[src/rtl/hazard_ctrl_param.sv]
// Hazard/forwarding controller for the 5-stage pipeline: operand forwarding,
// load-use interlock, branch flush FSM, jump flush and saturating event counters.
module hazard_ctrl_param #(
    parameter int REG_AW       = 4,
    parameter int BR_FLUSH_CYC = 3,
    parameter int CNT_W        = 16
) (
    input  logic              clk,
    input  logic              rst,
    input  logic [REG_AW-1:0] rs_id,
    input  logic [REG_AW-1:0] rt_id,
    input  logic [REG_AW-1:0] rs_ex,
    input  logic [REG_AW-1:0] rt_ex,
    input  logic [REG_AW-1:0] rd_ex,
    input  logic              memread_ex,
    input  logic [REG_AW-1:0] rt_mem,
    input  logic              memwrite_mem,
    input  logic [REG_AW-1:0] rd_mem,
    input  logic              regwrite_mem,
    input  logic [REG_AW-1:0] rd_wb,
    input  logic              regwrite_wb,
    input  logic              stop,
    input  logic              jump,
    input  logic              branch_taken,
    output logic [1:0]        fwd_a,
    output logic [1:0]        fwd_b,
    output logic              fwd_st,
    output logic              pc_stall,
    output logic              if_id_stall,
    output logic              id_ex_stall,
    output logic              ex_mem_stall,
    output logic              mem_wb_stall,
    output logic              flush_if_id,
    output logic              flush_id_ex,
    output logic              flush_ex_mem,
    output logic              flush_busy,
    output logic [CNT_W-1:0]  stall_count,
    output logic [CNT_W-1:0]  flush_count
);

    typedef enum logic {IDLE, FLUSH} state_t;

    localparam logic [2:0] RELOAD = 3'(BR_FLUSH_CYC - 1);

    state_t           state_q, state_d;
    logic [2:0]       cnt_q, cnt_d;
    logic [CNT_W-1:0] sc_q, sc_d;
    logic [CNT_W-1:0] fc_q, fc_d;
    logic             rst_dly_q, rst_dly_d;

    logic hold, act, luse, in_flush;
    logic br_ev, luse_ev, jump_ev, stall_all;

    function automatic logic [1:0] fwd_sel(input logic [REG_AW-1:0] src);
        if (regwrite_mem && (|rd_mem) && rd_mem == src)
            return 2'b01;
        if (regwrite_wb && (|rd_wb) && rd_wb == src)
            return 2'b10;
        return 2'b00;
    endfunction

    // Outputs stay quiet in the reset cycle and the one after it.
    assign hold     = rst | rst_dly_q;
    assign act      = !hold && !stop;
    assign in_flush = (state_q == FLUSH);

    assign luse = memread_ex && (|rd_ex)
               && (rd_ex == rs_id || rd_ex == rt_id);

    // A taken branch kills the ID instruction, so it overrides luse and jump.
    assign br_ev     = act && branch_taken;
    assign luse_ev   = act && !branch_taken && luse;
    assign jump_ev   = act && !branch_taken && !luse && jump;
    assign stall_all = !hold && stop;

    assign fwd_a  = hold ? 2'b00 : fwd_sel(rs_ex);
    assign fwd_b  = hold ? 2'b00 : fwd_sel(rt_ex);
    assign fwd_st = !hold && memwrite_mem && regwrite_wb
                 && (|rd_wb) && rd_wb == rt_mem;

    assign pc_stall     = stall_all | luse_ev;
    assign if_id_stall  = stall_all | luse_ev;
    assign id_ex_stall  = stall_all;
    assign ex_mem_stall = stall_all;
    assign mem_wb_stall = stall_all;

    assign flush_if_id  = br_ev | jump_ev;
    assign flush_id_ex  = br_ev | luse_ev;
    assign flush_ex_mem = act && in_flush;
    assign flush_busy   = !hold && in_flush;

    assign stall_count = rst ? '0 : sc_q;
    assign flush_count = rst ? '0 : fc_q;

    always_comb begin
        state_d   = state_q;
        cnt_d     = cnt_q;
        sc_d      = sc_q;
        fc_d      = fc_q;
        rst_dly_d = rst;
        if (rst) begin
            state_d = IDLE;
            cnt_d   = '0;
            sc_d    = '0;
            fc_d    = '0;
        end else begin
            if (br_ev) begin
                state_d = FLUSH;
                cnt_d   = RELOAD;
                if (fc_q != '1)
                    fc_d = fc_q + CNT_W'(1);
            end else if (act && in_flush) begin
                if (cnt_q == 3'd0)
                    state_d = IDLE;
                else
                    cnt_d = cnt_q - 3'd1;
            end
            if (luse_ev && sc_q != '1)
                sc_d = sc_q + CNT_W'(1);
        end
    end

    always_ff @(posedge clk) begin
        state_q   <= state_d;
        cnt_q     <= cnt_d;
        sc_q      <= sc_d;
        fc_q      <= fc_d;
        rst_dly_q <= rst_dly_d;
    end

endmodule

[config.mk]
export PLATFORM = sky130hd
export DESIGN_NAME = hazard_ctrl_param
export DESIGN_NICKNAME = d
export VERILOG_FILES = /design/src/rtl/hazard_ctrl_param.sv
export SDC_FILE = /design/constraint.sdc
export NUM_CORES = 1
export LEC_CHECK = 0
export CAP_MARGIN = 20
export CORE_UTILIZATION = 30
export DETAILED_ROUTE_END_ITERATION = 7
export PLACE_DENSITY = 0.66
export SLEW_MARGIN = 20
export SYNTH_ARGS = -nofsm -noshare
export SYNTH_HDL_FRONTEND = slang
export SYNTH_SLANG_ARGS = --single-unit
[constraint.sdc]
create_clock -name clk -period 5.5 [get_ports clk]
set_input_delay 1.1 -clock clk [delete_from_list [all_inputs] [get_ports clk]]
set_output_delay 1.1 -clock clk [all_outputs]
set_load 0.05 [all_outputs]
-- Word-level counts from Yosys, hierarchy flattened
Index checks and enable logic that the tools add are counted.
- register bits after elaboration: 37
- input bits: 41
- output and inout port bits: 46
- logic and storage cells: 86
- $add $sub $neg: 3
- equal/unequal tests: 10
- mux-type cells: 24
- bitwise logic cells: 5
- reductions and logical operators: 38
- operators with widths (operator ; count):
    $add A16 B1 Y16 const B ; 2
    $mux W16 ; 2
    $ne A16 B16 Y1 const B ; 2
    $eq A4 B4 Y1 ; 7
    $mux W2 ; 13
    $logic_and A1 B1 Y1 ; 22
    $reduce_or A4 Y1 ; 3
    $mux W1 ; 9
    $reduce_and A2 Y1 ; 4
    $logic_not A1 Y1 ; 4
    $or A1 B1 Y1 ; 4
    $reduce_bool A2 Y1 ; 2
    $logic_not A3 Y1 ; 1
    $sub A3 B1 Y3 const B ; 1
    $ne A2 B2 Y1 const B ; 1
    $reduce_or A2 Y1 ; 1
    $logic_or A1 B1 Y1 ; 1
    $not A1 Y1 ; 1

-- Depth between registers and ports, before layout
- depth after elaboration: 8
- mapped depth: 7
- gate-level depth less buffers: 6

-- Worst setup path before layout
OpenSTA, ideal clock, no wires.
- path kind: input -> output
- from: in rst
- to: out fwd_a[0]
- arrival time: 3.046 ns
- data required time: 4.400 ns
- path slack: 1.354 ns
- cell stages on the path: 3
- path buffers: 2
- cell sequence: clkbuf_1 -> clkbuf_1 -> nor4_1
- longest elaborated chain between the ends: 2
- ends and longest elaborated chain (what ; line ; source):
    from (decl) ; 9 ; input logic rst,
    $or A1 B1 Y1 ; 63 ; assign hold = rst | rst_dly_q;
    $mux W2 ; 76 ; assign fwd_a = hold ? 2'b00 : fwd_sel(rs_ex);
    to (decl) ; 25 ; output logic [1:0] fwd_a,
No other way between the ends.

-- Worst setup path in the final report
- from: in rd_mem[0]
- to: out fwd_a[1]
- longest elaborated chain between the ends: 6
- elaborated cells between the ends (all ways): 7
- those cells by class: eq/ne (1); mux (3); reduce/logical (3)
- ends and longest elaborated chain (what ; line ; source):
    from (decl) ; 18 ; input logic [REG_AW-1:0] rd_mem,
    $reduce_or A4 Y1 ; 55 ; if (regwrite_mem && (|rd_mem) && rd_mem == src)
    $logic_and A1 B1 Y1 ; 55 ;
    $logic_and A1 B1 Y1 (*) ; 55 ;
    $mux W1 (*) ; 55 ;
    $mux W2 (*) ; 57 ; if (regwrite_wb && (|rd_wb) && rd_wb == src)
    $mux W2 (*) ; 76 ;
Mark *: on every way between the ends. The rest lies on a longest branch, timed or not.

==> out/qor.csv <==
stage,metric,value,unit
route,wirelength,5.85,mm
synthesis,synth.largest_area_cell,dfxtp_1,
cts,cts_root_buffer,clkbuf_8,
worst_setup_path,cp.buffers_inverters,2,
grt,grt_util_met2,25.2,%
timing,fmax,0.220,GHz
synthesis,syn-num-nets,341,
timing,slew_headroom,35.0,%
cts,h-tree-depth,2,
cts,cts_sinks,37,
final_layout,final_cells,482,
final_layout,nets,422,
grt,grtUsageMet1,17.8,%
grt,antenna_found_initial,0,
cts,clkSlewWorstSetupHoldPaths,0.07,ns
cts,cts_buffers,5,
die,die_h,92.1,um
worst_setup_path,crit_path_start_kind,input port,
die,die_width,92.1,um
place,hpwl,4.52,mm
die,rows,32,
status,status,"complete, no violations",
die,coreArea,7770,um^2
route,dr.pass1.iters,4,
worst_setup_path,crit_chain,"clkdlybuf4s50_1, o41ai_1, nor2_1, nor3_1, clkdlybuf4s50_1",
die,ioPinCount,87,
synthesis,yosysSeqAreaShare,30.4,%
synthesis,synth_edf_count,0,
synthesis,ys_seq_elements,37,
worst_setup_path,arrival,3.45,ns
grt,grt_usage,14.5,%
synthesis,syn_avg_cell_area,8.17,um^2
grt,grt_start_max_net_pins,40,
route,drtIter0Drc,65,
timing,rsz0062_at_grt,false,
final_layout,drive_above_1_share,9.21,%
synthesis,ys_types,50,
hold_path,min_path_type,register to register,
worst_setup_path,critical_path_required,4.40,ns
synthesis,synth_area,2430,um^2
timing,finalClockSkew,0.00504,ns
cts,cts_hold_buf,0,
place,port_buffers,86,
timing,finalCritPeriodShare,82.7,%
worst_setup_path,cp_common_cell,clkdlybuf4s50_1,
synthesis,synth_top_area_share,30.4,%
timing,final_max_slew_viol_count,0,
timing,final-hold-violation-count,0,
synthesis,yosysWarnings,0,
place,post-place-cells,474,
place,place.gp.congestion,0.768,
power,p_total,0.000606,W
die,start_util,31.3,%
grt,grtUsageMet3,4.23,%
worst_setup_path,crit_type,input port to output pin,
final_layout,areaGrowthSynthToFinish,42.7,%
power,leakage,1.19,nW
power,vdd_drop_max,0.0000839,V
synthesis,ys_top_cells_by_area,"dfxtp_1, xnor2_1, xor2_1",
synthesis,ys.flop_type,dfxtp_1,
timing,post-route-min-period,4.55,ns
worst_setup_path,critPathTopFamily,buffers and inverters,
synthesis,ys_async_sr_fraction,0,%
grt,grt_pass1_vias,2224,
cts,insertion_delay,0.29,ns
timing,setup_violations,0,
die,die_area,8480,um^2
timing,holdWs,0.488,ns
cts,cts_tree,built,
worst_setup_path,max_stage_delay,0.83,ns
synthesis,synthCells,298,
worst_setup_path,endpoint_kind,output pin,
route,routedWlPerCell,12.1,um
cts,cts_buffer_depth,2,
route,ant_nets,0,
route,avgViaCountPerCell,4.82,
cts,cts_setup_buffers,0,
cts,cts_resized,0,
route,drcViolationCount,0,
route,vias,2322,
run,cap_violations,0,
grt,grt_pass1_wl,10.1,mm
timing,tightestPinTransition,0.975,ns
grt,gr-total-overflow,0,
power,power_density,174,nW/um^2
grt,grt.busiest_layer,met2,
timing,finalSetupTns,0,ns
worst_setup_path,worst_path_max_delay_cell,clkdlybuf4s50_1,
final_layout,diodes,0,
worst_setup_path,path_max_fanout,4,
## logic make-up (layout without fill, tap and decap cells)
family,count (synthesis),after routing,share of synthesized area [%]
AOI/OAI and AO/OA,41,41,11.0
xor gates and xnor gates,42,42,15.1
adders and majority gates,2,2,1.03
buffers and inverters,21,103,4.06
DFF,37,37,30.4
muxes,8,8,3.60
and+or+nand+nor,147,147,34.8
## final cells by class
type | instances | area [um^2]
fill | 800 | 4300
clock inverter | 1 | 30.0
timing repair buffer | 87 | 863
clock buffer | 7 | 86.3
inverter | 8 | 30.0
tap | 102 | 128
multi-input combinational | 240 | 1590
sequential | 37 | 741
## placed cells by master (no fill, tap or decap), types with 3 or more instances in the layout
cell and instances:
nor2_1 29, nand2_1 19, nor2b_1 28, or2_2 4
xnor2_1 21, mux2_2 6, nor3_1 5, o211ai_1 4
or3_1 6, or4_1 4, a31o_2 5, a21oi_1 9
dfxtp_1 37, and3_1 3, clkbuf_8 6, nand3_1 11
nand4_1 12, o21ai_0 13, nor4_1 4, inv_1 8
and2_1 3, clkdlybuf4s50_1 85, xor2_1 21
## synthesized netlist by cell type (5+ instances only)
| master | count |
|---|---|
| or3_1 | 6 |
| a31o_2 | 5 |
| a21oi_1 | 9 |
| dfxtp_1 | 37 |
| nand3_1 | 11 |
| clkbuf_1 | 7 |
| nor2_1 | 29 |
| nand2_1 | 19 |
| nor2b_1 | 28 |
| nor3_1 | 5 |
| mux2_2 | 6 |
| xor2_1 | 21 |
| nand4_1 | 12 |
| xnor2_1 | 21 |
| inv_1 | 8 |
| o21ai_0 | 13 |
## worst register-to-register path: stages (launching register included)
cell,delay [ns]
dfxtp_1,0.42
ha_1,0.26
nand4_1,0.18
or3_4,0.40
o221ai_2,0.77
nor2_1,0.14
mux2_2,0.30
## power by group
| part | switching [W] | internal [W] | total [W] |
|---|---|---|---|
| Combinational | 0.0000427 | 0.0000462 | 0.0000889 |
| Sequential | 0.00000149 | 0.000269 | 0.000270 |
| Clock | 0.0000984 | 0.000148 | 0.000246 |
## layer usage
layer	vias to the layer above	routed length [um]
li1	1212	-
met1	1058	2650
met2	50	2860
met3	2	320
met4	0	19
met5	-	0
## state kept, by name (all words and copies together) (netlist names)
register,cells
fc_q,16
sc_q,16
cnt_q,3
in_flush,1
rst_dly_q,1
## stage by stage
| step | util (%) | worst slack [ns] | cell area, um^2 |
|---|---|---|---|
| 6_report | 44.7 | 0.950 | 3470 |
| 5_1_grt | 44.7 | 0.810 | 3470 |
| 4_1_cts | 44.7 | 0.935 | 3470 |
| 3_5_place_dp | 43.2 | 0.936 | 3360 |
| 3_3_place_gp | 43.2 | 0.955 | 3360 |
| 2_1_floorplan | - | 1.35 | 2430 |
## path summary, 6_finish.rpt
path | startpoint | end | slack (ns) | cells past startpoint
worst max register to register | sc_q[0] | sc_q[6] | 2.91 | 6
worst min-delay path | cnt_q[2] | cnt_q[2] | 0.49 | 1
worst min register to register | cnt_q[2] | cnt_q[2] | 0.49 | 1
worst max-delay path | rd_mem[0] | fwd_a[1] | 0.95 | 5
(Power assumes the default switching activity.)
